[config.mk]
export PLATFORM = sky130hd
export DESIGN_NAME = spi_reg_config_flat
export DESIGN_NICKNAME = d
export VERILOG_FILES = /design/src/rtl/spi_reg_config_pkg.sv /design/src/rtl/spi_reg_config_if.sv /design/src/rtl/spi_reg_config_sync_edge.sv /design/src/rtl/spi_reg_config.sv /design/src/flat_wrapper.sv
export SDC_FILE = /design/constraint.sdc
export NUM_CORES = 1
export LEC_CHECK = 0
export BUFFER_PORTS_ARGS = -buffer_cell sky130_fd_sc_hd__clkbuf_2
export CORE_MARGIN = 8
export CORE_UTILIZATION = 50
export CTS_BUF_LIST = sky130_fd_sc_hd__clkbuf_16
export CTS_CLUSTER_SIZE = 30
export DETAILED_ROUTE_END_ITERATION = 8
export PLACE_DENSITY_LB_ADDON = 0.12
export SYNTH_ARGS = -nofsm -noshare
export SYNTH_HDL_FRONTEND = slang
export SYNTH_SLANG_ARGS = --single-unit
[constraint.sdc]
create_clock -name clk -period 5.1 [get_ports clk]
set_input_delay 0.51 -clock clk [delete_from_list [all_inputs] [get_ports clk]]
set_output_delay 0.51 -clock clk [all_outputs]
set_load 0.05 [all_outputs]
[src/rtl/spi_reg_config_pkg.sv]
`default_nettype none
// ============================================================================
//  Module      : spi_reg_pkg
//  Description : Shared types and constants for the SPI register-configuration
//                slave: FSM state encoding, register address map and frame
//                geometry.
//  Revision    : 1.0 - initial release
// ============================================================================
package spi_reg_pkg;

    // Frame sequencer states
    typedef enum logic [1:0] {
        ST_IDLE   = 2'd0,
        ST_SHIFT  = 2'd1,
        ST_COMMIT = 2'd2
    } state_e;

    // Register address map
    localparam int ADDR_EN_OUT_LO = 0;
    localparam int ADDR_EN_OUT_HI = 1;
    localparam int ADDR_EN_PWM_LO = 2;
    localparam int ADDR_EN_PWM_HI = 3;
    localparam int ADDR_DUTY      = 4;

    // Number of physical output registers (fixed by the port list)
    localparam int NUM_OUT_REGS   = 5;

    // Frame geometry: R/W bit, address field, 8-bit data field
    localparam int FRAME_BITS     = 16;
    localparam int DATA_W         = 8;

    // Bit counter: must represent FRAME_BITS+1 so that over-long frames
    // remain distinguishable from exact-length ones.
    localparam int CNT_W          = $clog2(FRAME_BITS + 2);
    localparam logic [CNT_W-1:0] CNT_FULL = CNT_W'(FRAME_BITS);
    localparam logic [CNT_W-1:0] CNT_SAT  = CNT_W'(FRAME_BITS + 1);

endpackage : spi_reg_pkg
`default_nettype wire

[src/rtl/spi_reg_config_if.sv]
`default_nettype none
// ============================================================================
//  Module      : spi_reg_config_if
//  Description : Bundle of the SPI pins and the configuration-register
//                outputs of spi_reg_config.
//                  sclk/copi/ncs      : SPI host -> slave (asynchronous)
//                  en_reg_* / duty    : 8-bit configuration registers
//                  frame_done/err     : one-clk status pulses
//                master modport = SPI host / register consumer side,
//                slave  modport = spi_reg_config side.
//  Revision    : 1.0 - initial release
// ============================================================================
interface spi_reg_config_if;

    logic       sclk;
    logic       copi;
    logic       ncs;
    logic [7:0] en_reg_out_7_0;
    logic [7:0] en_reg_out_15_8;
    logic [7:0] en_reg_pwm_7_0;
    logic [7:0] en_reg_pwm_15_8;
    logic [7:0] pwm_duty_cycle;
    logic       frame_done;
    logic       frame_err;

    modport master (
        output sclk,
        output copi,
        output ncs,
        input  en_reg_out_7_0,
        input  en_reg_out_15_8,
        input  en_reg_pwm_7_0,
        input  en_reg_pwm_15_8,
        input  pwm_duty_cycle,
        input  frame_done,
        input  frame_err
    );

    modport slave (
        input  sclk,
        input  copi,
        input  ncs,
        output en_reg_out_7_0,
        output en_reg_out_15_8,
        output en_reg_pwm_7_0,
        output en_reg_pwm_15_8,
        output pwm_duty_cycle,
        output frame_done,
        output frame_err
    );

endinterface : spi_reg_config_if
`default_nettype wire

[src/rtl/spi_reg_config_sync_edge.sv]
`default_nettype none
// ============================================================================
//  Module      : sync_edge
//  Description : Multi-flop synchronizer for an asynchronous input followed
//                by a delay flop for edge detection.
//  Ports       : clk, rst   - system clock, async active-high reset
//                din        - asynchronous input
//                level      - synchronized level
//                rise/fall  - one-clk pulses on synchronized edges
//  Parameters  : SYNC_STAGES (>= 2), RESET_VAL (idle level of the pin)
//  Revision    : 1.0 - initial release
// ============================================================================
module sync_edge #(
    parameter int   SYNC_STAGES = 2,
    parameter logic RESET_VAL   = 1'b0
) (
    input  logic clk,
    input  logic rst,
    input  logic din,
    output logic level,
    output logic rise,
    output logic fall
);

    logic [SYNC_STAGES-1:0] sync_q;
    logic [SYNC_STAGES-1:0] sync_d;
    logic                   dly_q;
    logic                   dly_d;

    always_comb begin
        sync_d = {sync_q[SYNC_STAGES-2:0], din};
        dly_d  = sync_q[SYNC_STAGES-1];
    end

    // Reset to the pin's idle level so no spurious edge appears after reset.
    always_ff @(posedge clk or posedge rst) begin
        if (rst) begin
            sync_q <= {SYNC_STAGES{RESET_VAL}};
            dly_q  <= RESET_VAL;
        end else begin
            sync_q <= sync_d;
            dly_q  <= dly_d;
        end
    end

    assign level = sync_q[SYNC_STAGES-1];
    assign rise  =  sync_q[SYNC_STAGES-1] & ~dly_q;
    assign fall  = ~sync_q[SYNC_STAGES-1] &  dly_q;

endmodule : sync_edge
`default_nettype wire

[src/rtl/spi_reg_config.sv]
`default_nettype none
// ============================================================================
//  Module      : spi_reg_config
//  Description : SPI mode-0 write-only slave holding the five PWM peripheral
//                configuration registers. 16-bit frames, MSB first:
//                [15] R/W (1 = write), [14:8] address, [7:0] data.
//  Ports       : clk, rst   - system clock, async active-high reset
//                bus        - spi_reg_config_if.slave (SPI pins in,
//                             configuration registers and status pulses out)
//  Parameters  : SYNC_STAGES - synchronizer depth (>= 2)
//                ADDR_W      - address field width
//                NUM_REGS    - addresses 0..NUM_REGS-1 accept writes
//  Revision    : 1.0 - initial release
// ============================================================================
module spi_reg_config
    import spi_reg_pkg::*;
#(
    parameter int SYNC_STAGES = 2,
    parameter int ADDR_W      = 7,
    parameter int NUM_REGS    = 5
) (
    input  logic             clk,
    input  logic             rst,
    spi_reg_config_if.slave  bus
);

    localparam logic [ADDR_W-1:0] NUM_REGS_A = ADDR_W'(NUM_REGS);

    // ------------------------------------------------------------------
    // Input synchronizers
    // ------------------------------------------------------------------
    logic w_sclk_level_unused;
    logic w_sclk_rise;
    logic w_sclk_fall_unused;
    logic w_copi_level;
    logic w_copi_rise_unused;
    logic w_copi_fall_unused;
    logic w_ncs_level;
    logic w_ncs_rise;
    logic w_ncs_fall;

    sync_edge #(.SYNC_STAGES(SYNC_STAGES), .RESET_VAL(1'b0)) u_sync_sclk (
        .clk   (clk),
        .rst   (rst),
        .din   (bus.sclk),
        .level (w_sclk_level_unused),
        .rise  (w_sclk_rise),
        .fall  (w_sclk_fall_unused)
    );

    sync_edge #(.SYNC_STAGES(SYNC_STAGES), .RESET_VAL(1'b0)) u_sync_copi (
        .clk   (clk),
        .rst   (rst),
        .din   (bus.copi),
        .level (w_copi_level),
        .rise  (w_copi_rise_unused),
        .fall  (w_copi_fall_unused)
    );

    sync_edge #(.SYNC_STAGES(SYNC_STAGES), .RESET_VAL(1'b1)) u_sync_ncs (
        .clk   (clk),
        .rst   (rst),
        .din   (bus.ncs),
        .level (w_ncs_level),
        .rise  (w_ncs_rise),
        .fall  (w_ncs_fall)
    );

    // ------------------------------------------------------------------
    // Frame sequencer state
    // ------------------------------------------------------------------
    state_e                  state_q, state_d;
    logic [CNT_W-1:0]        cnt_q, cnt_d;
    logic [FRAME_BITS-1:0]   shift_q, shift_d;
    logic                    done_q, done_d;
    logic                    err_q, err_d;
    logic [DATA_W-1:0]       regs_q [NUM_OUT_REGS];
    logic [DATA_W-1:0]       regs_d [NUM_OUT_REGS];

    // Frame fields, valid once the frame has been fully shifted in
    logic                    w_rw;
    logic [ADDR_W-1:0]       w_addr;
    logic [DATA_W-1:0]       w_data;
    logic                    w_frame_ok;

    assign w_rw       = shift_q[FRAME_BITS-1];
    assign w_addr     = shift_q[FRAME_BITS-2 -: ADDR_W];
    assign w_data     = shift_q[DATA_W-1:0];
    assign w_frame_ok = (cnt_q == CNT_FULL) && w_rw && (w_addr < NUM_REGS_A);

    always_comb begin
        state_d = state_q;
        cnt_d   = cnt_q;
        shift_d = shift_q;
        done_d  = 1'b0;
        err_d   = 1'b0;
        regs_d  = regs_q;

        case (state_q)
            ST_IDLE: begin
                if (w_ncs_fall) begin
                    state_d = ST_SHIFT;
                    cnt_d   = '0;
                    shift_d = '0;
                end
            end

            ST_SHIFT: begin
                // Decide the verdict on the way into COMMIT so that the
                // status pulse is a flop output and lines up with the
                // single COMMIT cycle.
                if (w_ncs_rise) begin
                    state_d = ST_COMMIT;
                    done_d  = w_frame_ok;
                    err_d   = ~w_frame_ok;
                end else if (w_sclk_rise && !w_ncs_level) begin
                    shift_d = {shift_q[FRAME_BITS-2:0], w_copi_level};
                    if (cnt_q != CNT_SAT) begin
                        cnt_d = cnt_q + 1'b1;
                    end
                end
            end

            ST_COMMIT: begin
                // done_q already encodes every acceptance condition; the
                // register lands on the edge that ends this cycle.
                if (done_q) begin
                    for (int i = 0; i < NUM_OUT_REGS; i++) begin
                        if (w_addr == ADDR_W'(i)) begin
                            regs_d[i] = w_data;
                        end
                    end
                end
                state_d = ST_IDLE;
            end

            default: begin
                state_d = ST_IDLE;
            end
        endcase
    end

    always_ff @(posedge clk or posedge rst) begin
        if (rst) begin
            state_q <= ST_IDLE;
            cnt_q   <= '0;
            shift_q <= '0;
            done_q  <= 1'b0;
            err_q   <= 1'b0;
            for (int i = 0; i < NUM_OUT_REGS; i++) begin
                regs_q[i] <= '0;
            end
        end else begin
            state_q <= state_d;
            cnt_q   <= cnt_d;
            shift_q <= shift_d;
            done_q  <= done_d;
            err_q   <= err_d;
            for (int i = 0; i < NUM_OUT_REGS; i++) begin
                regs_q[i] <= regs_d[i];
            end
        end
    end

    // ------------------------------------------------------------------
    // Outputs
    // ------------------------------------------------------------------
    assign bus.en_reg_out_7_0  = regs_q[ADDR_EN_OUT_LO];
    assign bus.en_reg_out_15_8 = regs_q[ADDR_EN_OUT_HI];
    assign bus.en_reg_pwm_7_0  = regs_q[ADDR_EN_PWM_LO];
    assign bus.en_reg_pwm_15_8 = regs_q[ADDR_EN_PWM_HI];
    assign bus.pwm_duty_cycle  = regs_q[ADDR_DUTY];
    assign bus.frame_done      = done_q;
    assign bus.frame_err       = err_q;

endmodule : spi_reg_config
`default_nettype wire

[src/flat_wrapper.sv]
// flat-port wrapper written by rule: the top's interface ports become plain ports
module spi_reg_config_flat import spi_reg_pkg::*;
#(
    parameter int SYNC_STAGES = 2,
    parameter int ADDR_W      = 7,
    parameter int NUM_REGS    = 5
)
  (clk, rst, bus_sclk, bus_copi, bus_ncs, bus_en_reg_out_7_0, bus_en_reg_out_15_8, bus_en_reg_pwm_7_0, bus_en_reg_pwm_15_8, bus_pwm_duty_cycle, bus_frame_done, bus_frame_err);
  spi_reg_config_if bus_i ();
  input  logic clk;
  input  logic rst;
  input wire logic [$bits(bus_i.sclk)-1:0] bus_sclk;
  input wire logic [$bits(bus_i.copi)-1:0] bus_copi;
  input wire logic [$bits(bus_i.ncs)-1:0] bus_ncs;
  output wire logic [$bits(bus_i.en_reg_out_7_0)-1:0] bus_en_reg_out_7_0;
  output wire logic [$bits(bus_i.en_reg_out_15_8)-1:0] bus_en_reg_out_15_8;
  output wire logic [$bits(bus_i.en_reg_pwm_7_0)-1:0] bus_en_reg_pwm_7_0;
  output wire logic [$bits(bus_i.en_reg_pwm_15_8)-1:0] bus_en_reg_pwm_15_8;
  output wire logic [$bits(bus_i.pwm_duty_cycle)-1:0] bus_pwm_duty_cycle;
  output wire logic [$bits(bus_i.frame_done)-1:0] bus_frame_done;
  output wire logic [$bits(bus_i.frame_err)-1:0] bus_frame_err;
  assign bus_i.sclk = bus_sclk;
  assign bus_i.copi = bus_copi;
  assign bus_i.ncs = bus_ncs;
  assign bus_en_reg_out_7_0 = bus_i.en_reg_out_7_0;
  assign bus_en_reg_out_15_8 = bus_i.en_reg_out_15_8;
  assign bus_en_reg_pwm_7_0 = bus_i.en_reg_pwm_7_0;
  assign bus_en_reg_pwm_15_8 = bus_i.en_reg_pwm_15_8;
  assign bus_pwm_duty_cycle = bus_i.pwm_duty_cycle;
  assign bus_frame_done = bus_i.frame_done;
  assign bus_frame_err = bus_i.frame_err;
  spi_reg_config #(.SYNC_STAGES(SYNC_STAGES), .ADDR_W(ADDR_W), .NUM_REGS(NUM_REGS)) u_core (.clk(clk), .rst(rst), .bus(bus_i));
endmodule
* Yosys cells after proc, flatten, opt, wreduce, memory -nomap -nowiden
Index checks and enable logic that the tools add are counted. W data, S select, Z words.
Operators by class: $add $sub $neg 1, order comparisons 1, eq/ne operators 13, multiplexer cells 16, bitwise logic cells 7, reductions and logical operators 15
Operators by type and width (number):
- $mux W16 | 3
- $pmux W16 S2 | 1
- $mux W5 | 4
- $reduce_and A3 Y1 | 5
- $eq A7 B2 Y1 const B | 2
- $pmux W5 S2 | 1
- $eq A7 B1 Y1 const B | 1
- $eq A7 B3 Y1 const B | 1
- $logic_not A7 Y1 | 1
- $lt A7 B3 Y1 const B | 1
- $ne A2 B2 Y1 const B | 3
- $add A5 B1 Y5 const B | 1
- $eq A5 B5 Y1 const B | 1
- $ne A5 B5 Y1 const B | 1
- $reduce_and A5 Y1 | 1
- $mux W1 | 4
- $mux W2 | 2
- $ne A2 B1 Y1 const B | 2
- $not A1 Y1 | 4
- $pmux W2 S2 | 1
- $reduce_and A4 Y1 | 1
- $and A1 B1 Y1 | 3
- $logic_and A1 B1 Y1 | 3
- $eq A2 B1 Y1 const B | 1
- 5 further kinds | 5
Word-level totals: register bits 73, bits of input ports 5, output and inout port bits 42, word-level logic and storage cells 68

* Logic depth before layout (Yosys ltp)
Gate-level depths: netlist of run 1.
word-level depth 6, depth in mapped cells 5

* Hierarchy
A second synthesis of run 1 with hierarchy kept.
Second synthesis, totals: cells, all modules 226, area, all modules 3052.9 um^2
By module, submodules not included:
- spi_reg_config | times used 1, cells an instance 208, area an instance 2767.7 um^2, seq. area each 1626.6 um^2
- sync_edge (u_core.u_sync_copi ...) | times used 2, cells an instance 6, area an instance 93.8 um^2, seq. area each 75.1 um^2
- sync_edge (u_core.u_sync_ncs) | times used 1, cells an instance 6, area an instance 97.6 um^2, seq. area each 78.8 um^2

* Worst setup path after synthesis of run 1
Ideal clock, no wire load.
path kind register -> register, start point register u_core.done_q, in the netlist u_core.bus.frame_done, end point register u_core.regs_q (netlist bit u_core.bus.en_reg_out_15_8[0]), data arrival time 1.728 ns, required time 4.975 ns, path slack 3.248 ns, cell stages (with the launch flop) 5, path through dfrtp_1 > nor4bb_1 > clkbuf_1 > nand4_2 > mux2_2
On the way: word-level cells in the longest chain between the ends 1
RTL lines:
- start, declared | line spi_reg_config.sv:75 | logic done_q, done_d;
- start signal, assigned | line spi_reg_config.sv:157 | done_q <= done_d;
- $reduce_and A3 Y1 (no line)
- end signal, assigned by index | line spi_reg_config.sv:160 | regs_q[i] <= regs_d[i];
- end, declared | line spi_reg_config.sv:77 | logic [DATA_W-1:0] regs_q [NUM_OUT_REGS];
Every way passes these cells. A chain may end at the register's enable or synchronous reset.

* Worst setup path after layout of run 1
start point register u_core.state_q[0], end point register u_core.regs_q (netlist bit u_core.bus.en_reg_out_7_0[6])
On the way: word-level cells in the longest chain between the ends 2
RTL lines:
- start, declared | line spi_reg_config.sv:72 | state_e state_q, state_d;
- start signal, assigned | line spi_reg_config.sv:154 | state_q <= state_d;
- $eq A2 B2 Y1 | line spi_reg_config.sv:99 | case (state_q)
- $reduce_and A3 Y1 (no line)
Every way passes these cells.

==> run_results.csv, run 1 <==
group,metric,value,unit
synth,syn_nets,228,
setup_path,cp_data_required_time,5310,ps
power,p_per_area,358.7,mW/mm2
clock_tree,cts_setup_buffers,0,
timing,setup_viol,0,
die,fp.coreArea,0.005851,mm2
synth,synthDistinctLibCells,33,
die,ios,47,
clock_tree,cts_tree,"built",
synth,synth.avg_cell_area,13.63,um2
synth,synth_top_cells_by_count,"70 x dfrtp_1, 40 x mux2_2, 22 x inv_1",
routing,viasPerCell,5.194,
placement,portBuffers,46,
routing,drt_iter0_markers,63,
setup_path,reg2reg_depth,3,
min_path,min_from,"bus_ncs",
setup_path,path_class,"reg2reg",
synth,ys.flop_type,"dfrtp_1",
synth,synthTopCellsByArea,"dfrtp_1 58%, mux2_2 15%, mux2i_1 6.3%",
die,die_w,93.43,um
power,leakage,1.773,nW
synth,synth_top_area_share,0.5843,
clock_tree,cts.clk_slew.worst_paths,60,ps
global_route,grt_pass1_vias,1932,
die,die_h,93.43,um
die,die_area,0.008729,mm2
job,cap_violations,0,
routing,vias,1823,
finish,diodes,0,
global_route,grt_max_degree,74,
finish,nFillCells,458,
finish,syn_to_final_growth,20.08,%
clock_tree,numCtsBuffers,9,
routing,wl_per_cell,17.03,um
outcome,outcome,"finished clean",
setup_path,r2r_end,"u_core.bus.en_reg_out_7_0[6]",
power,swShare,0.2310,
clock_tree,ctsHoldBuffers,0,
power,p_clk_frac,0.468,
global_route,track_usage,0.1492,
clock_tree,htreeDepth,3,
timing,tns,0,ps
setup_path,critPathCaptureType,"flop",
routing,drt_wl_total,5.978,mm
setup_path,rrSetupSlack,2820,ps
synth,ys_seq_area_frac,0.6106,
timing,maxSlewViolCount,0,
setup_path,startpoint_type,"flop",
setup_path,cp_max_fo,9,
timing,period_minus_slack,2280,ps
clock_tree,clock_latency,330,ps
routing,dr.pass1.iters,4,
placement,dp_cells,335,
setup_path,r2r_start,"u_core.state_q[0]",
clock_tree,ctsResizeCount,0,
die,initial_utilization,0.5124,
placement,place_congestion,0.6988,
die,num_rows,28,
synth,synth_top_cell_by_area,"dfrtp_1",
min_path,min_path_type,"in2reg",
clock_tree,cts-root-buf,"clkbuf_16",
synth,synth_most_common_cell,"dfrtp_1",
setup_path,max_stage_delay,800,ps
synth,synth-async-reset-ratio,1.000,
finish,layout-drive-gt1-share,0.4130,
clock_tree,clk_path_buf_depth,2,
synth,syn_area,0.002998,mm2
routing,ant_nets,0,
routing,wl_met2,2.729,mm
routing,top_layer_used,"met4",
routing,wl_met1,2.812,mm
timing,rsz0062_at_grt,"no",
routing,route.met3.wl,396,um
clock_tree,clock-sinks,73,
setup_path,crit_chain,"nor4bb_1, nand4_2, mux2_2",
routing,drc,0,
synth,ys_warn_count,0,
power,internal_power,0.0009930,W
global_route,grt_pass1_wl,10.03,mm
finish,layout.nets,279,
global_route,grt_antenna_before_repair,0,
min_path,worstHoldEndpoint,"u_core.u_sync_ncs.sync_q[0]",
timing,hold_slack,256.7,ps
setup_path,crit_arrival,2490,ps
global_route,grt_remaining_overflow,0,
finish,regArea,0.001831,mm2
power,switchingPower,0.0002984,W
timing,skew,5.578,ps
power,p_comb_frac,0.052,
finish,fin_cells,351,
timing,finalHoldViolations,0,
finish,multi_input_area,0.001061,mm2
setup_path,cp_slowest_cell,"nor4bb_1",
power,p_seq_frac,0.480,
power,irDropWorstVdd,210.5,uV
min_path,hold_depth,1,
timing,tightest_slew,1192,ps
timing,fmax,438.6,MHz
timing,period_share,0.4470,
synth,synth-seq-cells,73,
synth,postSynthCellCount,220,
placement,hpwl,3.913,mm
synth,synth_edf_count,0,
timing,relSlewSlack,0.2028,
## registers in the layout (all words and copies together) (netlist names)
signal                      cells
u_core.bus.en_reg_out_15_8      8
u_core.bus.en_reg_out_7_0       8
u_core.bus.en_reg_pwm_15_8      8
u_core.bus.en_reg_pwm_7_0       8
u_core.bus.frame_done           1
u_core.bus.frame_err            1
u_core.bus.pwm_duty_cycle       8
u_core.cnt_q                    5
u_core.shift_q                 16
u_core.state_q                  2
u_core.u_sync_copi.sync_q       2
u_core.u_sync_ncs.dly_q         1
u_core.u_sync_ncs.sync_q        2
u_core.u_sync_sclk.dly_q        1
u_core.u_sync_sclk.sync_q       2
## metal layers
metal  vias up  global-route usage
met2        44              0.2239
met3         6             0.06811
met1       913              0.1880
li1        860                   -
met5         -                   0
met4         0             0.04430
## power groups by stage
stage,clock network [W],registers (W),logic [W]
floorplan,0,0.000622,0.0000498
global placement,0,0.000629,0.0000679
detailed placement,0,0.000630,0.0000681
CTS,0.000615,0.000620,0.0000686
global route,0.000640,0.000623,0.0000767
finish,0.000605,0.000620,0.0000670
## worst max path at each step
| stage | slack (ps) | cells after the start | endpoint | start |
|---|---|---|---|---|
| 6_report | 2820 | 3 | u_core.bus.en_reg_out_7_0[6] | u_core.state_q[0] |
| 4_1_cts | 2810 | 3 | u_core.bus.en_reg_out_7_0[6] | u_core.state_q[0] |
| 2_1_floorplan | 2740 | 1 | u_core.bus.en_reg_out_15_8[0] | rst |
| 3_3_place_gp | 2850 | 3 | u_core.bus.en_reg_out_7_0[2] | u_core.state_q[0] |
| 5_1_grt | 2670 | 3 | u_core.bus.en_reg_pwm_7_0[1] | u_core.state_q[0] |
| 3_5_place_dp | 2810 | 3 | u_core.bus.en_reg_out_7_0[2] | u_core.state_q[0] |
## cell usage in the layout, fill, tap and decap left out, types with 4 or more instances in the layout
master	netlist	final
dfrtp_1	70	70
inv_1	22	21
clkbuf_2	0	46
mux2_2	40	40
nand4_2	4	4
nand3_1	6	6
mux2i_1	19	19
clkbuf_16	0	9
nand2_1	20	20
## stage by stage
step | util | cell area [um2] | power [W] | setup slack [ps]
floorplan | - | 2998 | 0.0006719 | 2742
global placement | 0.5663 | 3313 | 0.0006973 | 2850
detailed placement | 0.5663 | 3313 | 0.0006980 | 2813
CTS | 0.6153 | 3600 | 0.001304 | 2805
global route | 0.6153 | 3600 | 0.001340 | 2671
finish | 0.6153 | 3600 | 0.001291 | 2820
## cell type report
class,instances,share of cell area
Clock inverter,7,0.01703
Tap cell,75,0.02607
Timing Repair Buffer,48,0.06813
Inverter,22,0.02294
Sequential cell,73,0.5085
Clock buffer,9,0.06257
Multi-Input combinational cell,117,0.2948
## kinds of logic after synthesis
group / count (synthesis) / synth area share
adder cells (fa/ha/maj): 3 / 0.01252
AO/OA/AOI/OAI: 8 / 0.01920
AND/OR/NAND/NOR: 47 / 0.1043
buffers and inverters: 30 / 0.03965
multiplexers: 59 / 0.2137
flip-flops: 73 / 0.6106
## worst max-delay path: cells and delay by family, from the launching register on
| kind | cells | cell delay, ps |
|---|---|---|
| multiplexers | 1 | 420 |
| AND/OR/NAND/NOR | 2 | 1290 |
| flip-flops | 1 | 450 |
(Power assumes the default switching activity.)
==> run 2: changes to the inputs <==
- ABC_AREA: not set -> 1
- clock period: 5.1 -> 1.84 ns (I/O delays scaled with it)
==> run_results.csv, run 2 <==
group,metric,value,unit
finish,nFillCells,592,
timing,finalHoldViolations,0,
clock_tree,ctsHoldBuffers,4,
timing,fmax,657.2,MHz
synth,ys_warn_count,0,
timing,skew,3.424,ps
job,cap_violations,0,
global_route,track_usage,0.1560,
min_path,min_path_type,"reg2reg",
global_route,grt_pass1_vias,2531,
outcome,outcome,"finished clean",
placement,portBuffers,46,
routing,ant_nets,0,
synth,ys.flop_type,"dfrtp_1",
die,ios,47,
timing,rsz0062_at_grt,"no",
clock_tree,clock-sinks,73,
die,die_h,98.62,um
clock_tree,cts-root-buf,"clkbuf_16",
setup_path,critPathCaptureType,"flop",
placement,dp_cells,527,
synth,synth_top_cell_by_area,"dfrtp_1",
timing,maxSlewViolCount,0,
finish,regMostFlops,"u_core.shift_q",
synth,synth_top_area_share,0.5132,
clock_tree,clock_latency,320,ps
clock_tree,numCtsBuffers,9,
routing,viasPerCell,4.793,
finish,syn_to_final_growth,19.54,%
global_route,grt_max_degree,46,
die,num_rows,30,
power,irDropWorstVdd,627.2,uV
synth,synth_edf_count,0,
clock_tree,ctsResizeCount,0,
finish,final_common_cell,"nand2_1",
clock_tree,cts_tree,"built",
die,fp.coreArea,0.006719,mm2
synth,synthTopCellsByArea,"dfrtp_1 51%, nand2_1 14%, inv_1 7.9%",
timing,relSlewSlack,0.6477,
finish,largest_register_ffs,16,
routing,vias,2622,
clock_tree,htreeDepth,3,
finish,diodes,0,
placement,hpwl,4.881,mm
routing,drc,0,
global_route,grt_pass1_wl,12.03,mm
synth,synthDistinctLibCells,25,
synth,synth_most_common_cell,"nand2_1",
clock_tree,cts_setup_buffers,0,
synth,synth_top_cells_by_count,"123 x nand2_1, 72 x inv_1, 70 x dfrtp_1",
synth,postSynthCellCount,405,
synth,syn_nets,413,
clock_tree,clk_path_buf_depth,2,
finish,layout-drive-gt1-share,0.2184,
die,die_w,98.62,um
timing,tightest_slew,528.5,ps
routing,wl_per_cell,12.93,um
finish,fin_cells,547,
timing,period_share,0.8269,
setup_path,startpoint_type,"flop",
finish,most-common-layout-cells,"123 x nand2_1, 71 x inv_1, 70 x dfrtp_1",
global_route,grt_remaining_overflow,0,
setup_path,cp_data_required_time,2040,ps
power,p_per_area,963.2,mW/mm2
timing,period_minus_slack,1522,ps
synth,synth-async-reset-ratio,1.000,
timing,tns,0,ps
die,die_area,0.009726,mm2
clock_tree,cts.clk_slew.worst_paths,50,ps
die,initial_utilization,0.5080,
synth,syn_area,0.003413,mm2
setup_path,crit_arrival,1720,ps
synth,synth-seq-cells,73,
finish,layout.nets,470,
synth,ys_seq_area_frac,0.5363,
power,leakage,2.342,nW
global_route,grt_antenna_before_repair,0,
routing,dr.pass1.iters,5,
setup_path,cp_max_fo,28,
timing,setup_viol,0,
routing,drt_wl_total,7.071,mm
setup_path,path_class,"reg2reg",
placement,place_congestion,0.7754,
routing,drt_iter0_markers,135,
synth,synth.avg_cell_area,8.428,um2
==> run 2: cell count changes after synthesis, moves of 6 or more <==
cell | before | now
inv_1 | 22 | 72
mux2_2 | 40 | 0
mux2i_1 | 19 | 0
nand2_1 | 20 | 123
nand2_2 | 0 | 6
nand3_1 | 6 | 50
nand4_1 | 0 | 11
nor2_1 | 1 | 26
o21ai_2 | 0 | 9
==> run 2: path summary, 6_finish.rpt <==
kind	start	to	slack (ps)	cells past startpoint
worst max-delay path	u_core.shift_q[10]	u_core.bus.en_reg_out_7_0[2]	320	4
worst max register to register	u_core.shift_q[10]	u_core.bus.en_reg_out_7_0[2]	320	4
worst min register to register	u_core.u_sync_sclk.sync_q[0]	u_core.u_sync_sclk.sync_q[1]	350	0
max in group asynchronous	rst	u_core.u_sync_ncs.dly_q	980	4
min in group asynchronous	rst	u_core.u_sync_ncs.sync_q[0]	470	3
worst min-delay path	u_core.u_sync_sclk.sync_q[0]	u_core.u_sync_sclk.sync_q[1]	350	0
==> run 2: logic make-up (layout without fill, tap and decap cells) <==
| group | Yosys count | after routing | synth area share |
|---|---|---|---|
| xor+xnor | 1 | 1 | 0.002566 |
| compound gates | 10 | 10 | 0.02456 |
| flops | 73 | 73 | 0.5363 |
| simple gates | 232 | 232 | 0.3211 |
| buf+inv | 86 | 148 | 0.1045 |
| fa+ha+maj | 3 | 3 | 0.01100 |
==> run 2: metal layers <==
metal | up-vias | global-route usage | wire length (um)
li1 | 1350 | - | -
met1 | 1195 | 0.1849 | 3131
met2 | 66 | 0.2575 | 3374
met3 | 11 | 0.03946 | 402
met4 | 0 | 0.07792 | 162
met5 | - | 0 | 0
==> run 2: power by group <==
group          leakage (nW)  internal, W  switching (W)  total (W)
combinational          1.20     0.000109       0.000318   0.000427
clock                 0.150      0.00117       0.000618    0.00179
sequential            0.994      0.00166      0.0000520    0.00171
total                  2.34      0.00294       0.000988    0.00393
==> run 2: final cells by class <==
type | instances | area, um2 | share of cell area
Sequential cell | 73 | 1831 | 0.4486
Multi-Input combinational cell | 246 | 1226 | 0.3005
Timing Repair Buffer | 55 | 320.3 | 0.07850
Inverter | 77 | 292.8 | 0.07176
Clock buffer | 9 | 225.2 | 0.05520
Tap cell | 80 | 100.1 | 0.02453
Clock inverter | 7 | 85.08 | 0.02085
==> run 2: critical path, stage by stage, from the launching register on <==
cell,delay (ps)
dfrtp_1,570
nor2_8,430
nand2_4,220
nand2_1,120
o21ai_2,50
==> run 2: per-stage QoR <==
step | util | area [um2] | setup WS [ps] | hold slack [ps] | power [W]
floorplan | - | 3417 | 352.4 | 188.5 | 0.002052
global placement | 0.5551 | 3730 | 387.8 | 245.6 | 0.002160
detailed placement | 0.5551 | 3730 | 324.1 | 251.9 | 0.002167
CTS | 0.6073 | 4080 | 313.3 | 350.5 | 0.003979
global route | 0.6073 | 4080 | 178.4 | 354.7 | 0.004079
finish | 0.6073 | 4080 | 318.5 | 348.7 | 0.003930
